<file path="src/rtl/mc_ctrl_pkg.sv">
// Shared encodings for the multicycle RV32I control sequencer:
// FSM state codes, base opcodes and ALU operation codes.
package mc_ctrl_pkg;

   typedef enum logic [2:0] {
      S_IF  = 3'b000,
      S_ID  = 3'b001,
      S_EX  = 3'b010,
      S_MEM = 3'b011,
      S_WB  = 3'b100
   } state_t;

   localparam logic [6:0] OP_RTYPE  = 7'b0110011;
   localparam logic [6:0] OP_ITYPE  = 7'b0010011;
   localparam logic [6:0] OP_LOAD   = 7'b0000011;
   localparam logic [6:0] OP_STORE  = 7'b0100011;
   localparam logic [6:0] OP_BRANCH = 7'b1100011;

   localparam logic [3:0] ALU_AND = 4'b0000;
   localparam logic [3:0] ALU_OR  = 4'b0001;
   localparam logic [3:0] ALU_ADD = 4'b0010;
   localparam logic [3:0] ALU_SUB = 4'b0110;
   localparam logic [3:0] ALU_SLT = 4'b0111;
   localparam logic [3:0] ALU_SRL = 4'b1000;
   localparam logic [3:0] ALU_SLL = 4'b1001;
   localparam logic [3:0] ALU_SRA = 4'b1010;
   localparam logic [3:0] ALU_XOR = 4'b1101;

endpackage

</file>
<file path="src/rtl/mc_alu_decode.sv">
// Combinational ALU-operation decode from the registered instruction fields.
// Unsupported opcode/funct combinations raise illegal and force ALU_AND (0000).
module mc_alu_decode
   import mc_ctrl_pkg::*;
(
   input  logic [6:0] opcode,
   input  logic [2:0] funct3,
   input  logic       funct7_b5,
   input  logic       funct7_rsvd,
   output logic [3:0] alu_ctrl,
   output logic       illegal
);

   logic [3:0] alu_raw;
   logic       bad;

   always_comb begin
      alu_raw = ALU_ADD;
      bad     = 1'b0;
      unique case (opcode)
         OP_RTYPE: begin
            // Only ADD/SUB and SRL/SRA may use funct7 = 0100000.
            unique case (funct3)
               3'b000: begin alu_raw = funct7_b5 ? ALU_SUB : ALU_ADD; bad = funct7_rsvd; end
               3'b001: begin alu_raw = ALU_SLL; bad = funct7_b5 | funct7_rsvd; end
               3'b010: begin alu_raw = ALU_SLT; bad = funct7_b5 | funct7_rsvd; end
               3'b100: begin alu_raw = ALU_XOR; bad = funct7_b5 | funct7_rsvd; end
               3'b101: begin alu_raw = funct7_b5 ? ALU_SRA : ALU_SRL; bad = funct7_rsvd; end
               3'b110: begin alu_raw = ALU_OR;  bad = funct7_b5 | funct7_rsvd; end
               3'b111: begin alu_raw = ALU_AND; bad = funct7_b5 | funct7_rsvd; end
               default: bad = 1'b1;
            endcase
         end
         OP_ITYPE: begin
            // Upper immediate bits only carry funct7 for the shift forms.
            unique case (funct3)
               3'b000: alu_raw = ALU_ADD;
               3'b010: alu_raw = ALU_SLT;
               3'b100: alu_raw = ALU_XOR;
               3'b110: alu_raw = ALU_OR;
               3'b111: alu_raw = ALU_AND;
               3'b001: begin alu_raw = ALU_SLL; bad = funct7_b5 | funct7_rsvd; end
               3'b101: begin alu_raw = funct7_b5 ? ALU_SRA : ALU_SRL; bad = funct7_rsvd; end
               default: bad = 1'b1;
            endcase
         end
         OP_LOAD:   begin alu_raw = ALU_ADD; bad = (funct3 != 3'b010); end
         OP_STORE:  begin alu_raw = ALU_ADD; bad = (funct3 != 3'b010); end
         OP_BRANCH: begin alu_raw = ALU_SUB; bad = (funct3 != 3'b000); end
         default:   bad = 1'b1;
      endcase
   end

   assign illegal  = bad;
   assign alu_ctrl = bad ? ALU_AND : alu_raw;

endmodule

</file>
<file path="src/rtl/mc_control_fsm.sv">
// Multicycle RV32I control sequencer: IF/ID/EX/MEM/WB FSM with Moore outputs.
// Optional performance counters are built when PERF_CNT_EN is defined.
module mc_control_fsm
   import mc_ctrl_pkg::*;
#(
   parameter int CNT_W      = 32,
   parameter int ALU_CTRL_W = 4
) (
   input  logic                  clk,
   input  logic                  rst,
   input  logic                  stall,
   input  logic [31:0]           instr,
   input  logic                  zero,
   output logic [2:0]            current_state,
   output logic                  loadPC,
   output logic                  PCSrc,
   output logic                  ALUSrc,
   output logic [ALU_CTRL_W-1:0] ALUCtrl,
   output logic                  MemRead,
   output logic                  MemWrite,
   output logic                  RegWrite,
   output logic                  MemToReg,
   output logic                  illegal_instr,
   output logic                  instr_retired
`ifdef PERF_CNT_EN
   ,
   output logic [CNT_W-1:0]      cycle_count,
   output logic [CNT_W-1:0]      retired_count
`endif
);

   if (CNT_W < 1 || ALU_CTRL_W < 4) begin : g_bad_param
      $error("mc_control_fsm: CNT_W must be >= 1 and ALU_CTRL_W >= 4");
   end

   state_t     state, state_nxt;
   logic [6:0] opc_q;
   logic [2:0] f3_q;
   logic       f7b5_q;
   logic       f7rsvd_q;
   logic       branch_taken;
   logic [3:0] dec_alu;
   logic       dec_ill;
   logic       is_rtype, is_itype, is_load, is_store, is_branch;

   always_ff @(posedge clk) begin
      if (rst) state <= S_IF;
      else     state <= state_nxt;
   end

   always_comb begin
      state_nxt = state;
      if (!stall) begin
         unique case (state)
            S_IF:    state_nxt = S_ID;
            S_ID:    state_nxt = S_EX;
            S_EX:    state_nxt = S_MEM;
            S_MEM:   state_nxt = S_WB;
            default: state_nxt = S_IF;
         endcase
      end
   end

   // Decode fields are captured once; the datapath holds instr stable anyway.
   always_ff @(posedge clk) begin
      if (rst) begin
         opc_q    <= '0;
         f3_q     <= '0;
         f7b5_q   <= 1'b0;
         f7rsvd_q <= 1'b0;
      end else if (!stall && state == S_ID) begin
         opc_q    <= instr[6:0];
         f3_q     <= instr[14:12];
         f7b5_q   <= instr[30];
         f7rsvd_q <= instr[31] | (|instr[29:25]);
      end
   end

   mc_alu_decode u_alu_decode (
      .opcode      (opc_q),
      .funct3      (f3_q),
      .funct7_b5   (f7b5_q),
      .funct7_rsvd (f7rsvd_q),
      .alu_ctrl    (dec_alu),
      .illegal     (dec_ill)
   );

   assign is_rtype  = (opc_q == OP_RTYPE);
   assign is_itype  = (opc_q == OP_ITYPE);
   assign is_load   = (opc_q == OP_LOAD);
   assign is_store  = (opc_q == OP_STORE);
   assign is_branch = (opc_q == OP_BRANCH);

   always_ff @(posedge clk) begin
      if (rst) begin
         branch_taken <= 1'b0;
      end else if (!stall) begin
         if (state == S_IF)      branch_taken <= 1'b0;
         else if (state == S_EX) branch_taken <= is_branch & ~dec_ill & zero;
      end
   end

   always_comb begin
      loadPC        = 1'b0;
      PCSrc         = 1'b0;
      ALUSrc        = 1'b0;
      ALUCtrl       = '0;
      MemRead       = 1'b0;
      MemWrite      = 1'b0;
      RegWrite      = 1'b0;
      MemToReg      = 1'b0;
      illegal_instr = 1'b0;
      instr_retired = 1'b0;
      if (state == S_EX || state == S_MEM || state == S_WB) begin
         ALUSrc        = is_itype | is_load | is_store;
         ALUCtrl       = ALU_CTRL_W'(dec_alu);
         illegal_instr = dec_ill;
      end
      if (state == S_MEM) begin
         MemRead  = is_load  & ~dec_ill;
         MemWrite = is_store & ~dec_ill;
      end
      if (state == S_WB) begin
         RegWrite      = (is_rtype | is_itype | is_load) & ~dec_ill;
         MemToReg      = is_load & ~dec_ill;
         loadPC        = 1'b1;
         PCSrc         = branch_taken;
         instr_retired = 1'b1;
      end
   end

   assign current_state = state;

`ifdef PERF_CNT_EN
   always_ff @(posedge clk) begin
      if (rst) begin
         cycle_count   <= '0;
         retired_count <= '0;
      end else begin
         cycle_count   <= cycle_count + 1'b1;
         retired_count <= retired_count + CNT_W'(instr_retired);
      end
   end
`endif

endmodule

</file>
<file path="config.mk">
export PLATFORM = sky130hd
export DESIGN_NAME = mc_control_fsm
export DESIGN_NICKNAME = d
export VERILOG_FILES = /design/src/rtl/mc_ctrl_pkg.sv /design/src/rtl/mc_alu_decode.sv /design/src/rtl/mc_control_fsm.sv
export SDC_FILE = /design/constraint.sdc
export NUM_CORES = 1
export LEC_CHECK = 0
export ABC_AREA = 1
export CORE_MARGIN = 4
export CORE_UTILIZATION = 35
export CTS_CLUSTER_DIAMETER = 50
export CTS_CLUSTER_SIZE = 25
export DETAILED_ROUTE_END_ITERATION = 6
export GPL_TIMING_DRIVEN = 0
export PLACE_DENSITY = 0.75
export SLEW_MARGIN = 20
export SYNTH_ARGS = -nofsm -noshare
export SYNTH_HDL_FRONTEND = slang
export SYNTH_SLANG_ARGS = --single-unit
export TNS_END_PERCENT = 30
</file>
<file path="constraint.sdc">
create_clock -name clk -period 1.3 [get_ports clk]
set_clock_uncertainty 0.1 [all_clocks]
set_input_delay 0.13 -clock clk [delete_from_list [all_inputs] [get_ports clk]]
set_output_delay 0.13 -clock clk [all_outputs]
set_load 0.01 [all_outputs]
</file>
Yosys cells after proc, flatten, opt, wreduce, memory -nomap -nowiden
Index checks and enable logic that the tools add are counted.
{ "totals": {"regBits": 16, "latch_bits": 0, "ram_bits": 0, "rom_bits": 0, "input_bits": 36, "out_inout_bits": 16, "wordCells": 70, "memories": 0} }
{ "classes": {"addsub": 0, "multipliers": 0, "div": 0, "magnitude_cmp": 0, "n_eq_ne": 16, "shifts": 0, "n_mux": 21, "bitwise": 13, "n_reduce_logical": 14} }
{ "op_table": {"columns": ["operator", "n"], "rows": [
  ["4-bit case mux with 7 select lines", 1],
  ["4-bit case mux with 6 select lines", 1],
  ["3-bit == test, second input constant", 5],
  ["5-bit OR reduction", 3],
  ["7-bit by 6-bit == test with 1-bit output, second input constant", 2],
  ["3-bit case mux with 4 select lines", 1],
  ["4-bit case mux with 3 select lines", 1],
  ["1-bit 2-to-1 mux", 10],
  ["3-bit by 2-bit == test with 1-bit output, second input constant", 3],
  ["4-bit 2-to-1 mux", 2],
  ["7-bit by 2-bit == test with 1-bit output, second input constant", 1],
  ["7-bit by 5-bit == test with 1-bit output, second input constant", 1],
  ["7-bit == test, second input constant", 1],
  ["3-bit by 1-bit == test with 1-bit output, second input constant", 2],
  ["3-bit zero test", 2],
  ["1-bit bitwise OR", 6],
  ["1-bit AND", 5],
  ["1-bit case mux with 4 select lines", 1],
  ["2-bit OR reduction", 2],
  ["3-bit 2-to-1 mux", 1],
  ["3-bit by 2-bit inequality test with 1-bit output, second input constant", 1],
  ["1-bit case mux with 3 select lines", 1],
  ["3-bit nonzero test", 1],
  ["1-bit logical OR", 2],
  ["other kinds (7)", 8]
]} }

Logic depth before layout (Yosys ltp)
{ "depth": {"word_depth": 9, "mapped_depth": 10, "depth_no_buf": 10} }

Hierarchy
A second synthesis with hierarchy kept.
{ "hier_totals": {"hier_cells": 176, "area_unflattened_um2": 1096.1} }
{ "by_module_without_submodules": {"columns": ["mod", "n_inst", "cells_per_inst", "area_each_um2", "seq_area_each_um2"], "rows": [
  ["mc_control_fsm", 1, 112, 765.7, 320.3],
  ["mc_alu_decode", 1, 64, 330.3, 0.0]
]} }

Worst setup path before layout
Ideal clock, no wire load.
{ "synth_path": {"path_kind": "flip-flop to output port", "startpoint": "register opc_q[2]", "endpoint": "output ALUCtrl[0]", "arrival_time_ns": 1.177, "path_slack_ns": -0.107, "path_stages_with_launch": 10, "n_path_buf": 0, "cell_sequence": "dfxtp_1 -> nor2_2 -> nand2_2 -> a21oi_2 -> nand2_1 -> nor2_2 -> nand3_2 -> inv_2 -> nand2_2 -> nor2_1"} }
{ "synth_between": {"elab_chain_len": 5, "word_cells_on_any_way": 10, "classes_between": "eq/ne: 5; mux: 4; reduce/logical: 1"} }
{ "synth_rtl": {"columns": ["item", "line", "source"], "rows": [
  ["from (decl)", "mc_control_fsm.sv:37", "logic [6:0] opc_q;"],
  ["from (signal assigned)", "mc_control_fsm.sv:72", "opc_q <= instr[6:0];"],
  ["7-bit by 2-bit == test with 1-bit output or 7-bit by 6-bit == test with 1-bit output (tied branches)", "mc_alu_decode.sv:20", "unique case (opcode)"],
  ["2-bit OR reduction (no source line)", null, null],
  ["1-bit case mux with 4 select lines", "mc_alu_decode.sv:20", null],
  ["4-bit 2-to-1 mux (*)", "mc_alu_decode.sv:55", "assign alu_ctrl = bad ? ALU_AND : alu_raw;"],
  ["4-bit 2-to-1 mux (*)", "mc_control_fsm.sv:114", "if (state == S_EX || state == S_MEM || state == S_WB) begin"],
  ["to (decl)", "mc_control_fsm.sv:18", "output logic [ALU_CTRL_W-1:0] ALUCtrl,"]
]} }
Every way passes the cells marked *; elsewhere a longest branch is shown, timed or not.

Worst setup path after layout
{ "layout_path": {"startpoint": "register opc_q[2]", "endpoint": "output illegal_instr"} }
{ "layout_between": {"elab_chain_len": 4, "word_cells_on_any_way": 8, "classes_between": "eq/ne: 5; mux: 2; reduce/logical: 1"} }
{ "layout_rtl": {"columns": ["item", "line", "source"], "rows": [
  ["7-bit by 2-bit == test with 1-bit output or 7-bit by 6-bit == test with 1-bit output (tied branches)", "mc_alu_decode.sv:20", null],
  ["2-bit OR reduction (no source line)", null, null],
  ["1-bit case mux with 4 select lines (*)", "mc_alu_decode.sv:20", null],
  ["1-bit 2-to-1 mux (*)", "mc_control_fsm.sv:114", null],
  ["to (decl)", "mc_control_fsm.sv:23", "output logic illegal_instr,"]
]} }
Marked as above.

==> impl_results.rst <==
.. list-table::
   :header-rows: 1

   * - Metric
     - Value
   * - Transition time at the pin with the least slew margin
     - roughly 0.31 ns
   * - Drt total wl
     - around 2600 µm
   * - Area growth from synthesis to layout
     - 52.65%
   * - Unrepaired setup endpoints after global routing
     - yes
   * - Via density per instance
     - about 5.0
   * - Headroom to the max-slew limit
     - 0.7905
   * - Sequential element share of the synthesized area
     - 0.3232
   * - Number of global-route vias before repair
     - about 990
   * - Setup violation total in the final timing report
     - 13
   * - Crit path kind
     - register to primary output
   * - Maximum buffer depth of the clock tree
     - 2
   * - Core Area
     - ~2700 µm²
   * - Post-placement worst setup slack
     - -0.7106 ns
   * - Final-layout fill cell count
     - 277
   * - Drt drc
     - 0
   * - Synthesized instance count
     - around 160
   * - Maximum fanout along the worst path
     - 4
   * - Overflow left after global routing
     - 0
   * - Final core utilization
     - 0.5533
   * - Max capacitance violation total
     - 0
   * - Final HPWL from detailed placement
     - 2001 µm
   * - Setup slack after layout
     - -0.5864 ns
   * - Global-route wire length before repair
     - 4098 µm
   * - DP Cell Count
     - 229
   * - Clk_lat worst skew
     - 0.28 ns
   * - Total global-route track usage
     - 0.1442
   * - Number of buffers added on ports
     - 36
   * - Maximum number of pins on one net before global-route repair
     - 11
   * - Class of the tightest hold or removal check
     - input port to register
   * - Register clock-pin slew on the reported worst setup and hold paths
     - 0.09 ns
   * - Worst reg2reg startpoint
     - current_state[0]
   * - Number of pins exceeding their max-slew limit in the final report
     - 0
   * - Violated checks
     - negative setup slack
   * - Width of the chip
     - about 61 µm
   * - Arrival time worst endpoint
     - 1.66 ns
   * - Share of post-route cells with drive strength above 1
     - 0.3366
   * - Endpoint class of the critical path
     - primary output
   * - Flip-flop and latch count after synthesis
     - 16
   * - Antenna diode count
     - 0
   * - Total area of multi-input combinational cells
     - 661.9 µm²
   * - Crit share post-route
     - 1.451
   * - I/O pin total
     - 52
   * - DIE HEIGHT
     - 61.21 µm
   * - Row count
     - 19
   * - Count of nets left with antenna violations after detail routing
     - 0
   * - Worst hold-check slack
     - about 0.32 ns
   * - Number of nets produced by synthesis
     - roughly 200
   * - Yosys top cell area share
     - 0.3232
   * - Final Hold Vio Count
     - 0
   * - Average detailed-routed wire length per instance
     - 11.21 µm
   * - Post-layout power
     - around 1.1 mW
   * - Capture endpoint of the worst hold path
     - opc_q[0]
   * - Hold buffer count at CTS
     - 0
   * - Power Dens Cells
     - between 600 and 700 nW/µm²
   * - Data required time of the worst path
     - between 1 and 1.5 ns
   * - Worst IR Drop VDD
     - 0.5550 mV
   * - Max Clock Freq
     - 530.1 MHz
   * - H-tree Lvls
     - 1
   * - Number of antenna violations at the first check in global routing
     - 0
   * - Final RePlAce weighted congestion
     - 0.7688
   * - Total negative slack
     - -5.279 ns
   * - Setup slack of the most critical reg-to-reg path
     - -0.01 ns
   * - Num CTS Buffers
     - 3
   * - Capture instance of the worst register-to-register path
     - opc_q[0]
   * - Synth Cell Area
     - 991.0 µm²
   * - Final net count
     - 243
   * - Routed vias
     - 1178
   * - Master cell of the clock root buffer
     - clkbuf_4
   * - Iter 0 DRT Violations
     - 33
   * - Number of sinks driven by the clock tree
     - 16
   * - Count of warnings emitted by yosys
     - 0
   * - Count of cell types in the netlist
     - 21
   * - Final period demand of the worst path
     - between 1.5 and 2 ns
   * - Cell type with the highest aggregate area in the netlist
     - dfxtp_1
   * - Sequential cell area
     - 342.8 µm²
   * - Final instance area
     - 1513 µm²
   * - Number of non-filler instances in the completed layout
     - about 240
   * - Starting density of the core
     - 0.3625
   * - Result of the run
     - finished, violations left
   * - Startpoint type of the worst setup path
     - register
   * - Cells on Worst Hold Path
     - 3
   * - Reg2reg path depth
     - 8
   * - DR pass1 iterations
     - 5
   * - CTS tree
     - done
   * - Leakage power total
     - 0.6438 nW
   * - Post-placement cell area
     - 1398 µm²
   * - Most used cells in the layout excluding fill and tap cells
     - nand2_1 (26), nor2_1 (23), clkdlybuf4s50_1 (20), o21ai_0 (17)
   * - DIE AREA
     - 3747 µm²
   * - Most common cell after layout, fill and taps aside
     - nand2_1
   * - Hold wc startpoint
     - instr[0]
   * - Per-instance average area after synthesis
     - 6.117 µm²
   * - Area contributors post-synth
     - dfxtp_1 (32%), nand2_1 (11%), nor2_1 (11%)
final cells by class:
cell class                      count  area share
Inverter                           22     0.05790
Buffer                              3     0.01489
Clock buffer                        3     0.01489
Sequential cell                    16      0.2266
Timing Repair Buffer               40      0.2225
Multi-Input combinational cell    121      0.4376
Tap cell                           31     0.02564
cells by family (layout without fill, tap and decap cells):
family,after synthesis,count (layout),share of synthesized area
AO/OA/AOI/OAI,36,36,0.1894
buffers and inverters,25,68,0.1061
AND/OR/NAND/NOR,85,85,0.3813
flip-flops,16,16,0.3232
synthesized netlist by cell type:
library cell   n
nor3_1         3
dfxtp_1       16
a21oi_1       14
nor2_2         3
buf_4          1
nand3_1        7
a21oi_2        1
a31oi_1        1
nor2_1        30
clkbuf_1       1
nor2_4         1
buf_6          1
nand4_1        4
o21ai_0       19
inv_1         19
nand2_2        5
nand3_2        1
nand2_1       30
inv_2          3
nor4_1         1
o211ai_1       1
repair_timing:
item / CTS / global route
gates resized for setup: 75 / 22
setup endpoints to repair: 28 / 25
pin swaps: 5 / 6
setup buffers: 1 / 3
worst max path at each step:
stage / endpoint / start / slack, ns / cells after the start
2_1_floorplan: illegal_instr / opc_q[2] / -0.10 / 7
3_3_place_gp: illegal_instr / opc_q[6] / -0.69 / 8
3_5_place_dp: illegal_instr / opc_q[0] / -0.71 / 9
4_1_cts: ALUCtrl[0] / opc_q[3] / -0.58 / 10
5_1_grt: MemRead / opc_q[2] / -0.76 / 10
6_report: illegal_instr / opc_q[2] / -0.59 / 9
critical path: stages, from the launching register on:
cell	delay [ns]
dfxtp_2	0.34
nor2_4	0.14
buf_4	0.13
nand4_1	0.12
nor2_1	0.14
nor2_2	0.07
nand3_2	0.09
inv_2	0.06
nor2_1	0.08
clkdlybuf4s15_2	0.22
flip-flops by register name, summed over array words and instances, names as in the netlist:
| name | count |
|---|---|
| branch_taken | 1 |
| f7rsvd_q | 1 |
| f7b5_q | 1 |
| current_state | 3 |
| f3_q | 3 |
| opc_q | 7 |
report_power, final:
part / internal (mW) / leakage (nW) / switching, mW / total (mW)
registers: 0.518 / 0.137 / 0.0345 / 0.552
logic: 0.126 / 0.493 / 0.126 / 0.252
clock network: 0.107 / 0.0138 / 0.146 / 0.254
routing by layer:
layer  track usage  share of wire  wire (µm)
met1        0.1898           0.47       1245
met2        0.2387           0.47       1248
met3       0.01258          0.045        118
met4       0.06502          0.013         34
met5             0              0          0
Power figures use the tool's default switching activity.
==> edit 1 (same settings) <==
The option `PERF_CNT_EN` is turned on by a define.
--- a/src/rtl/mc_control_fsm.sv
+++ b/src/rtl/mc_control_fsm.sv
@@ -2,2 +2,4 @@
 // Optional performance counters are built when PERF_CNT_EN is defined.
+`define PERF_CNT_EN
+
 module mc_control_fsm
Function (old outputs only; new: cycle_count and retired_count): kept (Yosys induction, for registers that start in step).
==> edit 1 against the original RTL <==
The flow finishes with violations (DRC, setup timing). Synthesized area rose to 4.3 times the old value. Sequential cell count up 64. Sequential power grew to 4.6 times the old value. Setup slack worse by 0.12 ns. Largest power group is now clock. Largest cell class unchanged. Final area rose to 4.3 times the old value. Wire length rose to 5.0 times the old value. Core utilization increased by 0.97 points. Total power rose to 5.3 times the old value. Global-route usage rose by 4.4 points.
==> edit 1: results (changes against the original RTL) <==
synth_commonest_cells: "nand2_1 (120), dfxtp_1 (80), inv_1 (76)"  # was nand2_1 (30), nor2_1 (30), inv_1 (19), o21ai_0 (19), dfxtp_1 (16)
placedCellCount: 860  # was 229
bufAreaShareNonClock_pct: 19.9  # was 23.7%
outcome: "finished, violations left"  # unchanged
power.group.top: "clock"  # was sequential cells
drive_gt1_share_pct: 34.1  # was 33.7%
post_dp_cell_area_um2: 5470  # was 1400 um^2
area_growth_pct: 55.1  # was 52.7%
synth_compound_area_share_pct: 13.6  # was 18.9%
port_buffers: 99  # was 36
multi_input_area_um2: 2740  # was 662 um^2
met2_usage_pct: 31.7  # was 23.9%
whs_path_depth: 2  # was 3
finalSetupViolCount: 76  # was 13
cts_buffers: 9  # was 3
seqPwrFrac_pct: 45.1  # was 52.2%
clk-power_mw: 2.63  # was 0.254 mW
met1_length_mm: 5.55  # was 1.25 mm
grt_pass1_wl_mm: 21.6  # was 4.10 mm
power_frac_clock_pct: 46.8  # was 24.0%
synthAdderAreaFrac_pct: 0.890  # was 0%
n_all_buffers: 156  # was 43
maxSlewHeadroom_pct: 48.4  # was 79.1%
syn_inst: 618  # was 162
final.clkbuf_count: 14  # was 3
post_cts_resized: 264  # was 75
netlist_top_cells_area: "dfxtp_1 (38%), nand2_1 (11%), a21oi_1 (7.6%)"  # was dfxtp_1 (32%), nand2_1 (11%), nor2_1 (11%)
rr_worst_depth: 11  # was 8
vias: 4686  # was 1178
inv_count: 83  # was 22
ir_drop_mv: 0.512  # was 0.555 mV
worst_path_max_delay_cell: "dfxtp_4"  # was dfxtp_2
multi_input_gates: 444  # was 121
drt_wl_total_mm: 13.3  # was 2.65 mm
leakage_nw: 2.74  # was 0.644 nW
cts_root_buffer: "clkbuf_16"  # was clkbuf_4
drc: 2  # was 0
clk_pin_slew_worst_paths_ns: 0.06  # was 0.09 ns
nFillCells: 1064  # was 277
viasPerCell: 5.08  # was 4.99
arrival_ns: 2.18  # was 1.66 ns
synth_fp_nets: 657  # was 198
cts-htree-levels: 3  # was 1
violations: "DRC, setup timing"  # was setup timing
dp_slack_ns: -0.926  # was -0.711 ns
drt_iter0_markers: 344  # was 33
firstDrtPassIters: 7  # was 5
grt_use_met1_pct: 22.7  # was 19.0%
synthDistinctLibCells: 40  # was 21
seq_area_frac_synth_pct: 38.0  # was 32.3%
grt_pass1_vias: 4481  # was 993
clk_latency_ns: 0.34  # was 0.28 ns
place.gp.congestion: 0.914  # was 0.769
fin_ws_ns: -0.710  # was -0.586 ns
numSequentialCells: 80  # was 16
dp_hpwl_mm: 8.95  # was 2.00 mm
==> edit 1: cell types whose count changed after synthesis, sizes merged, moves of 6 or more <==
cell / change
nand2: +92
dfxtp: +64
inv: +59
nor2: +54
a21oi: +49
nand3: +33
nor3: +32
o21ai: +18
or2: +11
clkbuf: +8
nand4: +6
==> edit 1: logic make-up after synthesis <==
family	count (synthesis)
AOI/OAI and AO/OA	110
xor gates and xnor gates	8
adders and majority gates	3
buffers and inverters	95
DFF	80
and+or+nand+nor	322
==> edit 1: worst paths after layout <==
path	from	endpoint	slack, ns
max reg2reg	current_state[0]$_SDFFE_PP0N_	retired_count[30]$_SDFF_PP0_	-0.71
min reg2reg	cycle_count[0]$_SDFF_PP0_	cycle_count[0]$_SDFF_PP0_	0.35
max	current_state[0]$_SDFFE_PP0N_	retired_count[30]$_SDFF_PP0_	-0.71
min	stall	current_state[0]$_SDFFE_PP0N_	0.30
==> edit 2 (same flow settings) <==
Without the edit above. Set the parameter `ALU_CTRL_W` to 6 (it was 4).
--- a/src/rtl/mc_control_fsm.sv
+++ b/src/rtl/mc_control_fsm.sv
@@ -6,3 +6,3 @@
    parameter int CNT_W      = 32,
-   parameter int ALU_CTRL_W = 4
+   parameter int ALU_CTRL_W = 6
 ) (
Ports: changed (resized ALUCtrl); port bits go from 52 to 54. No check against the original RTL was run, so the function may have changed too.
==> edit 2 against the original RTL <==
The flow still finishes with violations (setup timing). Synthesized area is 1.9% higher. Final area is 1.2% lower. Highest routed layer unchanged. First-iteration DRC count rose by 36%. Wire length shrank 1.6%. Total power decreased by 0.21%. Sequential cell count did not move. Critical endpoint unchanged. Via count shrank 1.6%. Largest cell class unchanged. Setup slack gained 0.0088 ns.
==> edit 2: results (changes against the original RTL) <==
numSequentialCells: 16  # unchanged
met1_length_mm: 1.20  # was 1.25 mm
seq_area_frac_synth_pct: 31.7  # was 32.3%
hold_class: "in -> reg"  # unchanged
grt_max_degree: 11  # unchanged
wl_per_cell_um: 10.9  # was 11.2 um
multi_input_gates: 123  # was 121
dp_hpwl_mm: 2.05  # was 2.00 mm
grt_use_met1_pct: 19.6  # was 19.0%
tns_ns: -5.19  # was -5.28 ns
gr-total-overflow: 0  # unchanged
leakage_nw: 0.646  # was 0.644 nW
firstDrtPassIters: 4  # was 5
clock_area_share_pct: 1.51  # was 1.49%
ir_drop_mv: 0.592  # was 0.555 mV
synthDistinctLibCells: 22  # was 21
wl_met2_mm: 1.23  # was 1.25 mm
netlist_top_cells_area: "dfxtp_1 (32%), nand2_1 (11%), nor2_1 (11%)"  # unchanged
met3_length_um: 127  # was 118 um
nFillCells: 294  # was 277
violations: "setup timing"  # unchanged
fin_ws_ns: -0.578  # was -0.586 ns
drive_gt1_share_pct: 30.4  # was 33.7%
placedCellCount: 233  # was 229
vias: 1159  # was 1178
netSwitchingFraction_pct: 29.3  # was 29.0%
finalSetupViolCount: 13  # unchanged
cp_top_family: "simple AND/OR/NAND/NOR gates"  # unchanged
worst_path_max_delay_cell: "dfxtp_1"  # was dfxtp_2
grtUsageTotal_pct: 14.6  # was 14.4%
place.gp.congestion: 0.778  # was 0.769
layout.nets: 245  # was 243
dp_slack_ns: -0.716  # was -0.711 ns
fp.dieArea_um2: 3810  # was 3750 um^2
met2_usage_pct: 24.2  # was 23.9%
grt_pass1_wl_mm: 4.23  # was 4.10 mm
powerDensity_nw_per_um2: 707  # was 700 nW/um^2
timing.critical_path.from: "opc_q[6]$_SDFFE_PP0P_"  # was opc_q[2]$_SDFFE_PP0P_
met3_usage_pct: 1.24  # was 1.26%
multi_input_area_share_pct: 43.0  # was 43.8%
post_dp_cell_area_um2: 1420  # was 1400 um^2
drt_wl_total_mm: 2.60  # was 2.65 mm
outcome: "finished, violations left"  # unchanged
grt_pass1_vias: 1022  # was 993
syn_area_per_cell_um2: 6.12  # about the same
-- edit 2: what timing repair did --
| item | in CTS | in global routing |
|---|---|---|
| buffers inserted | 1 | 1 |
| gates resized for setup | 73 | 17 |
| pin swaps | 3 | 3 |
| endpoints found under the setup margin | 28 | 25 |
-- edit 2: power by group through the flow --
stage | combinational, mW | sequential [mW] | clock, mW
floorplan | 0.123 | 0.551 | 0
global placement | 0.234 | 0.553 | 0
detailed placement | 0.235 | 0.554 | 0
CTS | 0.241 | 0.549 | 0.262
global route | 0.276 | 0.555 | 0.282
finish | 0.246 | 0.549 | 0.261
-- edit 2: worst min path at each step --
stage,end,slack (ns),cells after the start
floorplan,branch_taken$_SDFFE_PP0P_,0.1,1
global route,f7b5_q$_SDFFE_PP0P_,0.34,3
global placement,branch_taken$_SDFFE_PP0P_,0.36,2
finish,opc_q[0]$_SDFFE_PP0P_,0.32,3
detailed placement,branch_taken$_SDFFE_PP0P_,0.37,2
CTS,opc_q[0]$_SDFFE_PP0P_,0.32,3
